$ cat src/rtl/reg_dump.sv
// Debug read-out engine: stalls the core, walks the register file in ascending
// order and streams each value on a valid/ready port. Optional: REG_DUMP_SKIP_X0_EN.
module reg_dump #(
    parameter int XLEN  = 32,
    parameter int NREGS = 32
) (
    input  logic                       clk,
    input  logic                       rst,
    input  logic                       start,
    output logic [$clog2(NREGS)-1:0]   rf_addr,
    input  logic [XLEN-1:0]            rf_data,
    output logic                       core_stall,
    output logic [XLEN-1:0]            dout,
    output logic [$clog2(NREGS)-1:0]   dout_idx,
    output logic                       dout_last,
    output logic                       dout_valid,
    input  logic                       dout_ready,
    output logic                       done
);

    localparam int AW = $clog2(NREGS);

`ifdef REG_DUMP_SKIP_X0_EN
    localparam logic [AW:0] FIRST_PTR = (AW+1)'(1);
`else
    localparam logic [AW:0] FIRST_PTR = (AW+1)'(0);
`endif
    localparam logic [AW:0] LAST_PTR  = (AW+1)'(NREGS - 1);

    typedef enum logic [1:0] {
        ST_IDLE = 2'd0,
        ST_RUN  = 2'd1,
        ST_DONE = 2'd2
    } state_t;

    state_t              state_r;
    state_t              state_nxt_s;
    logic [AW:0]         ptr_r;
    logic [AW:0]         ptr_nxt_s;
    logic [XLEN-1:0]     dout_r;
    logic [XLEN-1:0]     dout_nxt_s;
    logic [AW-1:0]       dout_idx_r;
    logic [AW-1:0]       dout_idx_nxt_s;
    logic                dout_last_r;
    logic                dout_last_nxt_s;
    logic                dout_valid_r;
    logic                dout_valid_nxt_s;
    logic                in_range_s;
    logic                accept_s;
    logic                load_s;
    logic [XLEN-1:0]     rd_word_s;

    // Pointer stays in range while its top bit is clear (NREGS is a power of two)
    assign in_range_s = ~ptr_r[AW];
    assign accept_s   = dout_valid_r & dout_ready;
    // x0 is architecturally zero regardless of what the read port returns
    assign rd_word_s  = (ptr_r[AW-1:0] == {AW{1'b0}}) ? {XLEN{1'b0}} : rf_data;

    // Next-state, pointer and output-word update logic
    always_comb begin
        state_nxt_s      = state_r;
        ptr_nxt_s        = ptr_r;
        dout_nxt_s       = dout_r;
        dout_idx_nxt_s   = dout_idx_r;
        dout_last_nxt_s  = dout_last_r;
        dout_valid_nxt_s = dout_valid_r;
        load_s           = 1'b0;
        case (state_r)
            ST_IDLE: begin
                if (start) begin
                    ptr_nxt_s   = FIRST_PTR;
                    state_nxt_s = ST_RUN;
                end else begin
                    state_nxt_s = ST_IDLE;
                end
            end
            ST_RUN: begin
                load_s = in_range_s & (~dout_valid_r | dout_ready);
                if (accept_s && dout_last_r) begin
                    dout_valid_nxt_s = 1'b0;
                    state_nxt_s      = ST_DONE;
                end else if (load_s) begin
                    dout_nxt_s       = rd_word_s;
                    dout_idx_nxt_s   = ptr_r[AW-1:0];
                    dout_last_nxt_s  = (ptr_r == LAST_PTR);
                    dout_valid_nxt_s = 1'b1;
                    ptr_nxt_s        = ptr_r + (AW+1)'(1);
                end else if (accept_s) begin
                    dout_valid_nxt_s = 1'b0;
                end else begin
                    dout_valid_nxt_s = dout_valid_r;
                end
            end
            ST_DONE: begin
                state_nxt_s = ST_IDLE;
            end
            default: begin
                state_nxt_s      = ST_IDLE;
                dout_valid_nxt_s = 1'b0;
            end
        endcase
    end

    // State and output registers; reset aborts any dump in progress
    always_ff @(posedge clk or posedge rst) begin
        if (rst) begin
            state_r      <= ST_IDLE;
            ptr_r        <= {(AW+1){1'b0}};
            dout_r       <= {XLEN{1'b0}};
            dout_idx_r   <= {AW{1'b0}};
            dout_last_r  <= 1'b0;
            dout_valid_r <= 1'b0;
        end else begin
            state_r      <= state_nxt_s;
            ptr_r        <= ptr_nxt_s;
            dout_r       <= dout_nxt_s;
            dout_idx_r   <= dout_idx_nxt_s;
            dout_last_r  <= dout_last_nxt_s;
            dout_valid_r <= dout_valid_nxt_s;
        end
    end

    assign core_stall = (state_r == ST_RUN);
    assign done       = (state_r == ST_DONE);
    assign rf_addr    = (state_r == ST_RUN) ? ptr_r[AW-1:0] : {AW{1'b0}};
    assign dout       = dout_r;
    assign dout_idx   = dout_idx_r;
    assign dout_last  = dout_last_r;
    assign dout_valid = dout_valid_r;

endmodule

$ cat config.mk
export PLATFORM = sky130hd
export DESIGN_NAME = reg_dump
export DESIGN_NICKNAME = d
export VERILOG_FILES = /design/src/rtl/reg_dump.sv
export SDC_FILE = /design/constraint.sdc
export NUM_CORES = 1
export LEC_CHECK = 0
export ABC_CLOCK_PERIOD_IN_PS = 2029
export CORE_MARGIN = 8
export CORE_UTILIZATION = 45
export CTS_BUF_LIST = sky130_fd_sc_hd__clkbuf_2 sky130_fd_sc_hd__clkbuf_4 sky130_fd_sc_hd__clkbuf_8
export DETAILED_ROUTE_END_ITERATION = 6
export GPL_TIMING_DRIVEN = 0
export PLACE_DENSITY_LB_ADDON = 0.12
export SLEW_MARGIN = 30
export SYNTH_ARGS = -nofsm -noshare
export SYNTH_HDL_FRONTEND = slang
export SYNTH_SLANG_ARGS = --single-unit
$ cat constraint.sdc
create_clock -name clk -period 2.03 [get_ports clk]
set_input_delay 0.3045 -clock clk [delete_from_list [all_inputs] [get_ports clk]]
set_output_delay 0.3045 -clock clk [all_outputs]
set_load 0.02 [all_outputs]
# Word-level counts from Yosys, hierarchy flattened
# Cells that the tools add are included.
# Widths: inputs -> output; s select.
op_classes:
  n_reduce_logical: 8
  muxes: 13
  multipliers: 0
  eq_ne: 8
  bitwise_logic: 7
  n_div: 0
  magnitude_cmp: 0
  n_addsub: 1
  shifts: 0
op_table:
  columns: ["cell", "n"]
  rows:
  - ["$mux 32", 1]
  - ["$mux 6", 3]
  - ["$pmux 6 s2", 1]
  - ["$add 6x1->6 const B", 1]
  - ["$eq 6x5->1 const B", 1]
  - ["$logic_not 5->1", 1]
  - ["$mux 5", 1]
  - ["$mux 1", 4]
  - ["$ne 2x1->1 const B", 2]
  - ["$ne 2x2->1 const B", 2]
  - ["$ne 4x1->1 const B", 1]
  - ["$not 1->1", 4]
  - ["$pmux 2 s2", 1]
  - ["$reduce_and 4->1", 1]
  - ["$reduce_and 3->1", 1]
  - ["$and 1x1->1", 2]
  - ["$eq 2x1->1 const B", 1]
  - ["$eq 2x2->1 const B", 1]
  - ["$logic_not 2->1", 1]
  - ["$mux 2", 1]
  - ["$pmux 1 s2", 1]
  - ["$reduce_and 2->1", 1]
  - ["$reduce_bool 2->1", 1]
  - ["$reduce_or 2->1", 1]
  - ["other kinds (2)", 2]
word_totals:
  word_cells: 43
  inputBits: 36
  register_bits: 47
  mem_bits_ro: 0
  ramBits: 0
  mem_count: 0
  latchBits: 0
  output_inout_bits: 46

# Depth between registers and ports, before layout
# Gate-level depths: netlist of run 1.
depth:
  ltp_word: 6
  mapped_depth: 7
  ltp_nobuf: 5

# Least setup slack after synthesis of run 1
# No wires, ideal clock.
synth_timing:
  path_type: "register -> register"
  startpoint: "register ptr_r[0]"
  endpoint: "register dout_r[0] (netlist: dout[0])"
  t_required_ps: 1913
  setup_ps: 117
  arrival_time_ps: 1447
  synth_period_minus_slack_ps: 1565
  path_stages_with_launch: 8
  n_path_buf: 2
  slack_ps: 465
  path_cell_list: "dfrtp_1 -> inv_1 -> ha_1 -> or4b_4 -> buf_6 -> buf_6 -> nand3_1 -> nand2_1"
synth_via:
  elab_chain_cells: 2
synth_lines:
  columns: ["element", "line", "text"]
  rows:
  - ["from (decl)", "38", "logic [AW:0] ptr_r;"]
  - ["from (signal assigned)", "108", "ptr_r <= {(AW+1){1'b0}};"]
  - ["from (signal assigned)", "115", "ptr_r <= ptr_nxt_s;"]
  - ["$logic_not 5->1", "57", "assign rd_word_s = (ptr_r[AW-1:0] == {AW{1'b0}}) ? {XLEN{1'b0}} : rf_data;"]
  - ["$mux 32", "57", null]
  - ["to (signal assigned)", "109", "dout_r <= {XLEN{1'b0}};"]
  - ["to (signal assigned)", "116", "dout_r <= dout_nxt_s;"]
  - ["to (decl)", "40", "logic [XLEN-1:0] dout_r;"]
# No other way between the ends.
# A chain may end at the register's enable or synchronous reset.

# Final worst setup path of run 1
layout_timing:
  startpoint: "register state_r[0]"
  endpoint: "output rf_addr[3]"
layout_via:
  elab_chain_cells: 2
layout_lines:
  columns: ["element", "line", "text"]
  rows:
  - ["from (decl)", "36", "state_t state_r;"]
  - ["from (signal assigned)", "114", "state_r <= state_nxt_s;"]
  - ["$eq 2x1->1", "125", "assign rf_addr = (state_r == ST_RUN) ? ptr_r[AW-1:0] : {AW{1'b0}};"]
  - ["$mux 5", "125", null]
  - ["to (decl)", "10", "output logic [$clog2(NREGS)-1:0] rf_addr,"]
# No other way between the ends.

==> results of run 1 <==
-- per-layer routing --
metal | vias up | global-route usage (%) | wire length [um]
li1 | 904 | - | -
met2 | 55 | 23.26 | 2352
met4 | 0 | 3.398 | 47
met5 | - | 0 | 0
met3 | 5 | 6.439 | 416
met1 | 824 | 18.99 | 2388
-- layout make-up --
cell class | instances | share of cell area, %
repair buffers | 81 | 25.89
flip-flops and latches | 47 | 37.94
multi-input cells | 156 | 26.57
well taps | 54 | 2.177
clock buffers | 8 | 3.347
plain buffers | 15 | 3.508
inverters | 4 | 0.5645
-- cell usage after synthesis, drive strengths merged --
| library cell | instances |
|---|---|
| a31oi | 3 |
| o21ai | 7 |
| o22ai | 1 |
| dfrtp | 47 |
| buf | 11 |
| or4b | 1 |
| o31ai | 1 |
| a211o | 1 |
| nor2 | 3 |
| o21a | 1 |
| nand3 | 35 |
| a41oi | 3 |
| nand4 | 1 |
| nand2 | 80 |
| ha | 2 |
| and2 | 6 |
| a211oi | 1 |
| inv | 4 |
| nor2b | 3 |
| nand2b | 4 |
| clkbuf | 4 |
| a21oi | 3 |
-- critical path, stage by stage (launching register included) --
cell           delay, ns
dfrtp_2             0.45
nor2b_1             0.14
clkbuf_2            0.18
and2_2              0.21
dlygate4sd2_1       0.31
-- sequential cells by signal (all words and copies together) (netlist names) --
name        flops
dout           32
dout_idx        5
dout_last       1
dout_valid      1
ptr_r           6
state_r         2
-- report_power, final --
group,leakage [uW],internal (uW),switching [uW]
clock network,0.0000549,324,299
registers,0.000571,1400,282
logic,0.000840,1360,1750
-- through the flow --
step / util, % / hold slack, ns / TNS [ns] / cells
6_report: 67.03 / 0.4236 / 0 / 365
5_1_grt: 67.03 / 0.4893 / 0 / 365
4_1_cts: 67.03 / 0.4505 / 0 / 365
3_5_place_dp: 64.89 / 0.4544 / 0 / 357
3_3_place_gp: 64.84 / 0.4483 / -16.29 / 357
2_1_floorplan: - / 0.4207 / 0 / 222
-- final timing paths --
check	startpoint	endpoint	slack, ns
worst min-delay path	rst	dout[2]	0.42
worst max-delay path	state_r[0]	rf_addr[3]	0.14
min in group clk	dout[31]	dout[31]	0.47
max in group asynchronous	rst	state_r[0]	1.17
worst max register to register	ptr_r[0]	dout[0]	0.36
worst min register to register	dout[31]	dout[31]	0.47
-- kinds of logic (layout without fill, tap and decap cells) --
kind of cell               count (synthesis)  in the layout  synth area share [%]
and+or+nand+nor                          133            133                 31.17
DFF                                       47             47                 55.39
AOI/OAI and AO/OA                         21             21                 6.482
buffers and inverters                     19            108                 5.774
adders and majority gates                  2              2                 1.178
-- placed cells by master (no fill, tap or decap), types with 2 or more instances in the layout --
cell / instances
inv_1: 3
nand2_1: 80
nand3_1: 21
and2_1: 5
buf_4: 3
dfrtp_1: 46
o21ai_0: 7
nand2b_1: 3
a41oi_1: 3
buf_2: 2
nor2_1: 3
dlygate4sd2_1: 6
clkbuf_1: 3
nor2b_1: 3
buf_6: 5
clkdlybuf4s50_1: 75
ha_1: 2
nand3_2: 14
clkbuf_8: 7
a21oi_1: 3
a31oi_1: 3
-- what timing repair did --
| item | CTS | global route |
|---|---|---|
| gates resized for setup | 8 | 0 |
| setup endpoints to repair | 6 | 0 |
| setup buffers | 0 | 0 |
==> summary.txt, run 1 <==
Timing
  – Relative slew margins: between 60% and 70%
  – Pins Over Slew Limit: 0
  – Slew @ Worst Pin: roughly 0.6 ns
  – Max Clock Freq: between 0.5 and 0.6 GHz
  – Final setup violation count: 0
  – Hold Violations, Final: 0
  – RSZ-0062 raised after global routing: false
  – Tcrit/Tclk final: just over 90%
  – Clock Skew: between 0.005 and 0.006 ns
  – Crit path setup slack, layout: roughly 0.14 ns
  – Min Tclk post-route: ~1.9 ns

Floorplanning
  – Die height: between 80 and 90 um
  – Die X: approximately 85 um
  – Core area: between 0.004 and 0.005 mm2
  – Cell Rows: 25
  – Starting Density: approximately 46%
  – Die area: a little over 0.007 mm2
  – Boundary Pins: 82

Finish
  – Area Growth Syn to Fin: 46.14%
  – Reg area: ~0.0012 mm2
  – Layout cell share with drive strength beyond 1: 12.54%
  – # diodes: 0
  – Fin area: 0.003103 mm2
  – Multi-input logic area: between 800 and 900 um2
  – Number of nets in the layout: roughly 350
  – Fill cells: just over 400

Detailed routing
  – DRC Markers: 0
  – DRT Wirelength: 5205 um
  – Via Count: about 1800
  – Antenna-violating nets left: 0
  – DR iter-0 viols: 63
  – Vias per inst: approximately 5
  – Wire per inst: around 14 um
  – Pre-antenna DRT Iters: 4

Clock tree
  – CTS tree: done
  – CTS clk-pin slew, worst paths: roughly 0.080 ns
  – Sinks on Clock Net: between 40 and 50
  – Num CTS Buffers: 5
  – Htree depth: 2
  – Cts hold-fix bufs: 0
  – Skew-Pair Late Insertion Delay: between 0.2 and 0.3 ns
  – Root buf cell: clkbuf_8
  – Clk buf depth: 2

Pwr
  – Leakage: between 0.001 and 0.0015 uW
  – Total power: roughly 5400 uW
  – Maximum VDD drop: roughly 0.00081 V
  – PD cells: 1746 mW/mm2

Yosys
  – Netlist cell types: 28
  – Register bit total from synthesis: 47
  – Synth warnings: 0
  – Cells after Synth: around 220
  – Syn_nets: 260
  – Mean Syn Cell Area: approximately 9.6 um2
  – Sequential fraction of the synthesis area: 55.39%
  – Mapped cell area: ~0.0021 mm2
  – Synth top area share: a little under three fifths
  – Yosys top cell by area: dfrtp_1
  – Synth area leaders: dfrtp_1 55%, nand2_1 14%, nand3_2 6.6%, nand3_1 4.9%, buf_6 2.7%

Placement
  – Placer Congestion: approximately 0.75
  – DP Worst Slack: 0.003672 ns
  – Number of port buffers: just over 80
  – Hpwl dp: roughly 3800 um
  – Placed cell area: 0.003004 mm2

Critical path
  – Worst R2R Path Depth: 7
  – Critical Path RT: around 1.7 ns
  – Critical Path AT: 1.59 ns
  – Crit Path Class: reg -> out
  – CP endpoint kind: output port
  – Worst Path Max Fanout: 10
  – Startpoint types: flip-flop

Global routing
  – Global-route usage over all layers: 15.07%
  – Initial antenna violation count: 0
  – Largest net degree at the start of global routing: between 40 and 50
  – GRT Residual Overflow: 0
  – Vias in the first global route: between 1500 and 2000
  – First-pass GRT wire length: approximately 8700 um

Min path
  – HP Class: in -> async

Run status
  – Status: complete, no violations

Flow run
  – Max_cap viols: 0
(Power assumes the default switching activity.)
==> run 2: changes to the inputs <==
--- a/config.mk
+++ b/config.mk
@@ -7,8 +7,7 @@
 export LEC_CHECK = 0
 export ABC_CLOCK_PERIOD_IN_PS = 2029
 export CORE_MARGIN = 8
-export CORE_UTILIZATION = 45
-export CTS_BUF_LIST = sky130_fd_sc_hd__clkbuf_2 sky130_fd_sc_hd__clkbuf_4 sky130_fd_sc_hd__clkbuf_8
+export CORE_UTILIZATION = 43
 export DETAILED_ROUTE_END_ITERATION = 6
 export GPL_TIMING_DRIVEN = 0
 export PLACE_DENSITY_LB_ADDON = 0.12
==> summary.txt, run 2 (synthesis gave the netlist of run 1 again) <==
Critical path
  – Worst setup path startpoint: state_r[0]
  – Worst path max stage delay: 0.45 ns (about the same)
  – Reg2reg start: ptr_r[0]
  – Startpoint types: flip-flop
  – Critical Path AT: 1.59 ns (about the same)
  – Crit path to: rf_addr[3]
  – Reg2Reg Capture Point: dout[0]
  – Reg2Reg Setup Slack: 0.33 ns (-0.03 ns)
  – Crit Path Class: reg -> out
  – CP endpoint kind: output port
  – Worst R2R Path Depth: 7 (unchanged)
  – Critical Path RT: 1.73 ns (about the same)
  – Worst Path Max Fanout: 10 (unchanged)
  – Cell breakdown of the critical path: nor2b_1 -> clkbuf_2 -> and2_2 -> dlygate4sd2_1
  – CP max-delay cell: dfrtp_2

Timing
  – Crit path setup slack, layout: 0.1316 ns (-0.006957 ns)
  – Relative slew margins: 61.24% (+0.37 points)
  – Final setup violation count: 0 (unchanged)
  – Hold Violations, Final: 0 (unchanged)
  – Slew @ Worst Pin: 0.5815 ns (-0.005563 ns)
  – Clock Skew: 0.005776 ns (+0.0005773 ns)
  – Pins Over Slew Limit: 0 (unchanged)
  – Post-Route Setup TNS: 0 ns (unchanged)
  – Min Tclk post-route: 1.898 ns (+0.006957 ns)
  – RSZ-0062 raised after global routing: false
  – Tcrit/Tclk final: 93.52% (+0.34 points)
  – Max Clock Freq: 0.5268 GHz (-0.37%)

Pwr
  – Leakage: 0.001462 uW (-0.30%)
  – Maximum VDD drop: 0.0008975 V (+10%)
  – PD cells: 1744 mW/mm2 (-0.11%)
  – Total power: 5441 uW (+0.42%)

Finish
  – Number of nets in the layout: 348 (unchanged)
  – Area Growth Syn to Fin: 46.91%
  – Most frequent cells in the layout: 80 x nand2_1, 75 x clkdlybuf4s50_1, 46 x dfrtp_1
  – Leading cell type in the layout, fill and taps excluded: nand2_1
  – Fin area: 0.003119 mm2 (+0.52%)
  – Layout cell share with drive strength beyond 1: 12.54% (unchanged)
  – # diodes: 0 (unchanged)
  – Number of flip-flops in the largest register: 32 (unchanged)

Floorplanning
  – Die X: 86.27 um (+1.9%)
  – Starting Density: 44.66% (-1.2 points)
  – Die area: 0.007443 mm2 (+3.8%)
  – Boundary Pins: 82 (unchanged)
  – Core area: 0.004755 mm2 (+2.7%)
  – Die height: 86.27 um (+1.9%)
  – Cell Rows: 25 (unchanged)

Global routing
  – Global-route usage over all layers: 14.97% (-0.11 points)
  – Vias in the first global route: 1766 (-0.17%)
  – Initial antenna violation count: 0 (unchanged)
  – Largest net degree at the start of global routing: 48 (unchanged)
  – First-pass GRT wire length: 8818 um (+1.4%)
  – GRT Residual Overflow: 0 (unchanged)

Flow run
  – Max_cap viols: 0 (unchanged)

Detailed routing
  – Vias per inst: 4.770 (-2.6%)
  – DR iter-0 viols: 54 (-14%)
  – Pre-antenna DRT Iters: 4 (unchanged)
  – Via Count: 1803 (+0.84%)
  – DRC Markers: 0 (unchanged)
  – Wire per inst: 14.30 um (+0.29%)
  – DRT Wirelength: 5406 um (+3.9%)
  – Antenna-violating nets left: 0 (unchanged)

Clock tree
  – Setup bufs post-CTS: 0 (unchanged)
  – CTS tree: done
  – Skew-Pair Late Insertion Delay: 0.30 ns (about the same)
  – Clk buf depth: 2 (unchanged)
  – Root buf cell: clkbuf_8
  – CTS clk-pin slew, worst paths: 0.09 ns (about the same)
  – Htree depth: 2 (unchanged)
  – Num CTS Buffers: 5 (unchanged)
  – Sinks on Clock Net: 47 (unchanged)

Placement
  – Hpwl dp: 3942 um (+3.1%)
  – Placed cell area: 0.003020 mm2 (+0.54%)
  – Number of port buffers: 81 (unchanged)
  – Placer Congestion: 0.7967 (+6.9%)
  – DP Worst Slack: 0.02752 ns (+0.02385 ns)

Min path
  – HP Class: in -> async

Run status
  – Status: complete, no violations
run 2: per-stage QoR:
stage                     hold slack (ns)  cells  util [%]
after detailed placement           0.4543    370     63.53
final                              0.4257    378     65.61
after CTS                          0.4487    378     65.61
after floorplan                    0.4207    222         -
after global placement             0.4476    370     63.47
after global routing               0.4891    378     65.61
run 2: where the power goes:
group	internal (uW)	switching, uW
Sequential	1400	274
Combinational	1360	1780
Clock	310	313
run 2: area by class of cell:
type / count / area [um2]
multi-input combinational: 156 / 824.5
buffer: 15 / 108.9
clock buffer: 7 / 96.34
fill: 423 / 1635
tap: 67 / 83.83
timing repair buffer: 81 / 803.3
inverter: 4 / 17.52
clock inverter: 1 / 7.507
sequential: 47 / 1177
run 2: worst max-delay path, delay by kind of cell (launching register included):
kind                   cells  cell delay [ns]
buffers and inverters      2             0.49
and+or+nand+nor            2             0.35
DFF                        1             0.45
run 2: how the worst min path moves through the flow:
| stage | startpoint | endpoint | slack [ns] | cells past startpoint |
|---|---|---|---|---|
| floorplan | rf_data[10] | dout[10] | 0.42 | 2 |
| global placement | dout[10] | dout[10] | 0.45 | 2 |
| detailed placement | dout[17] | dout[17] | 0.45 | 2 |
| CTS | rst | dout[18] | 0.45 | 2 |
| global route | rst | dout[18] | 0.49 | 2 |
| finish | rst | dout[24] | 0.43 | 2 |
run 2: repair_timing:
item                       in CTS  in global routing
setup endpoints to repair       6                  0
hold buffers                    0                  0
hold endpoints to repair        0                  0
gates resized for setup         8                  0
run 2: metal layers:
layer / up-vias / global-route usage, % / wire length [um]
met2: 69 / 22.32 / 2346
li1: 905 / - / -
met4: 0 / 6.260 / 81
met5: - / 0 / 0
met3: 7 / 6.333 / 554
met1: 822 / 18.53 / 2422
